File: src/rtl/display_scan_demux.sv
// Time-multiplexed 7-segment scan driver: one digit per slot, round-robin,
// with a short all-dark blanking window at each slot start to stop ghosting.
module display_scan_demux #(
    parameter int NUM_DIGITS   = 6,
    parameter int PRESCALE     = 1000,
    parameter int BLANK_CYCLES = 2
) (
    input  logic                    clk,
    input  logic                    rst_n,
    input  logic                    en,
    input  logic [4*NUM_DIGITS-1:0] digits_bcd,
    input  logic [NUM_DIGITS-1:0]   dp_mask,
    output logic [NUM_DIGITS-1:0]   an_n,
    output logic [6:0]              seg_n,
    output logic                    dp_n,
    output logic                    frame_start
);

    localparam int CW = (PRESCALE > 1) ? $clog2(PRESCALE) : 1;
    localparam int IW = (NUM_DIGITS > 1) ? $clog2(NUM_DIGITS) : 1;
    localparam logic [CW-1:0] CNT_LAST  = CW'(PRESCALE - 1);
    localparam logic [CW-1:0] BLANK_END = CW'(BLANK_CYCLES);
    localparam logic [IW-1:0] IDX_LAST  = IW'(NUM_DIGITS - 1);
    localparam logic [NUM_DIGITS-1:0] ONE_HOT0 = NUM_DIGITS'(1);

    typedef enum logic {BLANK, DRIVE} state_t;

    function automatic logic [6:0] decode(input logic [3:0] d);
        case (d)
            4'd0:    decode = 7'h40;
            4'd1:    decode = 7'h79;
            4'd2:    decode = 7'h24;
            4'd3:    decode = 7'h30;
            4'd4:    decode = 7'h19;
            4'd5:    decode = 7'h12;
            4'd6:    decode = 7'h02;
            4'd7:    decode = 7'h78;
            4'd8:    decode = 7'h00;
            4'd9:    decode = 7'h10;
            default: decode = 7'h7F;
        endcase
    endfunction

    state_t        state;
    logic [CW-1:0] cnt;
    logic [IW-1:0] idx;
    logic [3:0]    cap_digit;
    logic          cap_dp;
    logic          wrapped;   // set once a full frame has completed since reset

    logic          cnt_last;
    logic [CW-1:0] cnt_nxt;
    logic [IW-1:0] idx_nxt;

    assign cnt_last = (cnt == CNT_LAST);
    assign cnt_nxt  = cnt_last ? '0 : cnt + 1'b1;
    assign idx_nxt  = (idx == IDX_LAST) ? '0 : idx + 1'b1;

    always_ff @(posedge clk or negedge rst_n) begin
        if (!rst_n) begin
            state       <= BLANK;
            cnt         <= '0;
            idx         <= '0;
            cap_digit   <= 4'hF;
            cap_dp      <= 1'b0;
            wrapped     <= 1'b0;
            an_n        <= '1;
            seg_n       <= 7'h7F;
            dp_n        <= 1'b1;
            frame_start <= 1'b0;
        end else if (!en) begin
            // Dark display; scan position and captured digit are frozen.
            an_n        <= '1;
            seg_n       <= 7'h7F;
            dp_n        <= 1'b1;
            frame_start <= 1'b0;
        end else begin
            an_n        <= (state == DRIVE) ? ~(ONE_HOT0 << idx) : '1;
            seg_n       <= decode(cap_digit);
            dp_n        <= ~cap_dp;
            frame_start <= wrapped && (cnt == '0) && (idx == '0);
            cnt         <= cnt_nxt;
            state       <= (cnt_nxt < BLANK_END) ? BLANK : DRIVE;
            if (cnt_last) begin
                idx       <= idx_nxt;
                cap_digit <= digits_bcd[{idx_nxt, 2'b00} +: 4];
                cap_dp    <= dp_mask[idx_nxt];
                if (idx == IDX_LAST)
                    wrapped <= 1'b1;
            end
        end
    end

endmodule

File: config.mk
export PLATFORM = sky130hd
export DESIGN_NAME = display_scan_demux
export DESIGN_NICKNAME = d
export VERILOG_FILES = /design/src/rtl/display_scan_demux.sv
export SDC_FILE = /design/constraint.sdc
export NUM_CORES = 1
export LEC_CHECK = 0
export CELL_PAD_IN_SITES_DETAIL_PLACEMENT = 1
export CELL_PAD_IN_SITES_GLOBAL_PLACEMENT = 1
export CORE_MARGIN = 3
export CORE_UTILIZATION = 37
export CTS_CLUSTER_SIZE = 30
export DETAILED_ROUTE_END_ITERATION = 12
export GPL_ROUTABILITY_DRIVEN = 1
export HOLD_SLACK_MARGIN = 0.08
export PLACE_DENSITY = 0.88
export SLEW_MARGIN = 30
export SYNTH_ARGS = -nofsm -noshare
export SYNTH_HDL_FRONTEND = slang
export SYNTH_SLANG_ARGS = --single-unit
File: constraint.sdc
create_clock -name clk -period 2.7 [get_ports clk]
set_input_delay 0.27 -clock clk [delete_from_list [all_inputs] [get_ports clk]]
set_output_delay 0.27 -clock clk [all_outputs]
set_load 0.03 [all_outputs]
# Yosys cells after proc, flatten, opt, wreduce, memory -nomap -nowiden
# Memory sizes are Yosys's and may differ from the RTL's.
# Cells that the tools add are included.
# totals
wordCells	37
rom_bits	112
ff_bits	35
output_inout_bits	15
inputBits	33
memories	1
# classes
n_bitwise	2
magnitude_cmp	2
n_addsub	2
eq_ne	2
shifts	2
muxes	10
reduce_logical	6
# memory_table
name	words	word_bits	read_ports	rd_ports_with_merged_regs	wr	line	source
(name not given)	16	7	1	0	0	29	case (d)
# ops
cell	n
24-bit by 6-bit indexed part select with 4-bit output	1
6-bit two-way mux	2
10-bit by 1-bit adder with 10-bit output, second input constant	1
10-bit equality test, second input constant	1
10-bit logical NOT	1
10-bit by 2-bit < comparator with 1-bit output, second input constant	1
10-bit two-way mux	1
7-bit two-way mux	1
6-bit NOT	1
1-bit by 3-bit << shifter with 6-bit output, first input constant	1
3-bit by 4-bit < comparator with 1-bit output, second input constant	1
1-bit two-way mux	4
3-bit by 1-bit adder with 3-bit output, second input constant	1
1-bit binary-select mux with 3-bit select	1
3-bit equality test, second input constant	1
3-bit logical NOT	1
3-bit two-way mux	1
3-bit AND reduction	1
1-bit logical AND	2
2-bit AND reduction	1
1-bit NOT	1

# Depth between registers and ports, before layout
# logic_depth
ltp_word	4
mapped_depth	9
mapped_depth_nobuf	6

# Worst setup path after synthesis
# No wires, ideal clock.
# synth_path
path_kind	reg2reg
from	reg idx[0]
to	reg cap_digit[1]
path_stages_with_launch	10
arrival_ps	1845
setup_slack_ps	768
n_path_buf	3
required_ps	2613
period_less_slack_ps	1932
setup_ps	87
cell_sequence	dfrtp_1 > clkbuf_1 > and2_0 > clkbuf_1 > ha_1 > clkbuf_1 > inv_1 > o22ai_1 > a221oi_1 > a21oi_1
# synth_between
elab_chain_cells	3
word_cells_on_any_way	4
classes_between	add/sub (1); eq/ne (1); shift (1); mux (1)
# synth_lines
item	line	source
from (decl)	46	logic [IW-1:0] idx;
from (signal assigned)	85	idx <= idx_nxt;
3-bit by 1-bit adder with 3-bit output / 3-bit equality test (equally long branches)	57	assign idx_nxt = (idx == IDX_LAST) ? '0 : idx + 1'b1;
3-bit two-way mux *	57	
24-bit by 6-bit indexed part select with 4-bit output *	86	cap_digit <= digits_bcd[{idx_nxt, 2'b00} +: 4];
to (signal assigned)	86	
to (decl)	47	logic [3:0] cap_digit;
# Mark *: on every way between the ends. The rest lies on a longest branch, timed or not.
# A chain may end at the register's enable or synchronous reset.

# Final worst setup path
# layout_path
from	reg cnt[0]
to	reg idx[2]
# layout_between
elab_chain_cells	2
# layout_lines
item	line	source
from (decl)	45	logic [CW-1:0] cnt;
from (signal assigned)	82	cnt <= cnt_nxt;
10-bit equality test	55	assign cnt_last = (cnt == CNT_LAST);
2-bit AND reduction (no line)	-	
# No other way between the ends.

==> flow_summary.json <==
{
  "hold_viol_final": 0,
  "ys_warn_count": 0,
  "postRouteAntennaNets": 0,
  "overflow": 0,
  "drc": 0,
  "finalMaxSlewViolations": 0,
  "synth_area_um2": 2080,
  "synth_edf_count": 0,
  "antenna_found_initial": 0,
  "io_buffers": 47,
  "fin_crit_sh": 0.771,
  "grt_pass1_vias": 1857,
  "rsz0062_at_grt": "false",
  "grt_usage": 0.180,
  "ys_ff_latch": 35,
  "cp-start-kind": "flop",
  "status": "completed",
  "min_period_ps": 2080,
  "path_class": "reg2reg",
  "ir_drop_mv": 0.192,
  "cp.required_ps": 2940,
  "p_int_w": 0.000946,
  "num_rows": 26,
  "fillers": 621,
  "r2r_slack_ps": 620,
  "fmax_mhz": 480,
  "slew_headroom": 0.560,
  "post_drt_via_cell_ratio": 5.43,
  "synth.top_cell.area_share": 0.228,
  "comb_power_share": 0.198,
  "wl_per_cell_um": 15.8,
  "async_reset_ff_frac": 1.00,
  "h-tree-depth": 2,
  "clock_sinks": 35,
  "ioPinCount": 48,
  "power_frac_seq": 0.484,
  "synth_nets": 273,
  "end_kind": "flop",
  "tritoncts.num_buffers": 5,
  "area_growth_pct": 28.7,
  "cts_root_buf": "clkbuf_8",
  "fin_nets": 311,
  "firstDrtPassIters": 4,
  "critical_path_buf_inv_count": 0,
  "power.share.switching": 0.307,
  "finalSetupTns_ps": 0,
  "grt_pass1_wl_mm": 9.20,
  "postLayoutCoreUtil": 0.507,
  "drive_above_1_share": 0.148,
  "routed_wl_mm": 5.40,
  "seq_area_frac_synth": 0.432,
  "yosysUniqueCellTypes": 48,
  "worstPathCellList": "ha_1 > nand4bb_4 > nor3_4 > nand2_2 > a211oi_1 > a21o_1",
  "coreArea_um2": 5270,
  "synthCells": 232,
  "place_inst": 333,
  "synth.largest_area_cell": "dfstp_2",
  "clock_skew_ps": 7.57,
  "slowest_delay_ps": 410,
  "tightestPinTransition_ps": 658,
  "vias": 1850,
  "synth.area.top_cells": "dfstp_2 (23%), dfrtp_1 (20%), a21oi_1 (5.1%), ha_1 (4.8%), o21ai_0 (4.8%)",
  "clockPowerShare": 0.318,
  "hpwl_mm": 3.97,
  "syn-mean-instance-area_um2": 8.96,
  "grt_start_max_net_pins": 36,
  "finalPower_w": 0.00137,
  "cts_setup_buffers": 0,
  "clk_latency_ps": 290,
  "crit_family": "simple AND/OR/NAND/NOR gates",
  "cts_tree": "built",
  "cp.arrival_ps": 2320,
  "cts_resized": 0,
  "initial_core_util": 0.394,
  "clk_path_buf_depth": 2,
  "die_width_um": 80.9,
  "crit_fanout": 13,
  "powerDensity_nw_per_um2": 511,
  "postCtsHoldBufs": 0,
  "cap_violations": 0,
  "n_antenna_cell": 0,
  "place.gp.congestion": 0.860,
  "clk_pin_slew_worst_paths_ps": 70,
  "drt_iter0_markers": 90,
  "dieArea_um2": 6550,
  "hold_class": "in2async",
  "cp_slowest_cell": "nor3_4",
  "yosys-top-cells-count": "nand2_1 (23), a21oi_1 (21), o21ai_0 (20), dfstp_2 (18)",
  "synth.most_common_cell": "nand2_1",
  "p_leak_nw": 1.10,
  "ys.flop_type": "dfstp_2",
  "fin_cells": 341,
  "dieHeight_um": 80.9,
  "switchingPower_w": 0.000420,
  "setup_viol": 0
}
final cells by class:
type / instances / area (um^2) / area share
Clock buffer: 6 / 93.8 / 0.0351
Timing Repair Buffer: 51 / 500 / 0.187
Sequential cell: 35 / 898 / 0.336
Multi-Input combinational cell: 166 / 1040 / 0.388
Inverter: 11 / 41.3 / 0.0154
Clock inverter: 2 / 13.8 / 0.00515
Tap cell: 70 / 87.6 / 0.0328
state kept, by name, summed over array words and instances, names as in the netlist, 3 cells and up:
signal / flops
cnt: 10
seg_n: 7
an_n: 6
cap_digit: 4
idx: 3
placed cells by master, fill, tap and decap left out, types with 2 or more instances in the layout:
cell type         n
clkdlybuf4s50_1  47
nand2_1          23
a21oi_1          21
o21ai_0          20
dfstp_2          18
nor2_1           17
dfrtp_1          17
nand3_1          14
inv_1            11
ha_1              8
a22oi_1           7
nor3_1            6
o22ai_1           6
xnor2_1           5
clkbuf_8          5
buf_4             4
a22o_1            3
a31oi_1           3
nand4_1           2
or2_2             2
a211oi_1          2
o31ai_1           2
a221oi_1          2
per-layer routing:
| layer | vias to the layer above | wire length [um] | global-route usage | part of all wire |
|---|---|---|---|---|
| li1 | 907 | - | - | - |
| met1 | 879 | 2630 | 0.254 | 0.49 |
| met2 | 58 | 2410 | 0.281 | 0.45 |
| met3 | 6 | 290 | 0.0377 | 0.054 |
| met4 | 0 | 67 | 0.0456 | 0.012 |
| met5 | - | 0 | 0 | 0 |
worst paths after layout:
check                       start       to  depth (start not counted)
hold / removal              rst_n   idx[2]                          2
setup reg to reg           cnt[0]   idx[2]                          6
min in group clk           cap_dp     dp_n                          1
setup / recovery           cnt[0]   idx[2]                          6
max in group asynchronous   rst_n  an_n[5]                          2
hold reg to reg            cap_dp     dp_n                          1
power by group through the flow:
stage          sequential, W  clock (W)  combinational, W
2_1_floorplan       0.000599          0          0.000252
3_3_place_gp        0.000664          0          0.000261
3_5_place_dp        0.000668          0          0.000269
4_1_cts             0.000659   0.000440          0.000271
5_1_grt             0.000669   0.000461          0.000302
6_report            0.000661   0.000434          0.000271
per-stage QoR:
step	hold slack (ps)	setup WS (ps)	area, um^2
floorplan	-25.6	768	2080
global placement	418	725	2570
detailed placement	427	652	2570
CTS	401	616	2670
global route	432	402	2670
finish	387	617	2670
cells by family after synthesis:
family | synth area share
simple gates | 0.191
compound gates | 0.229
flops | 0.432
buf+inv | 0.0680
fa+ha+maj | 0.0482
xor+xnor | 0.0211
mux | 0.0102
Power figures use the tool's default switching activity.
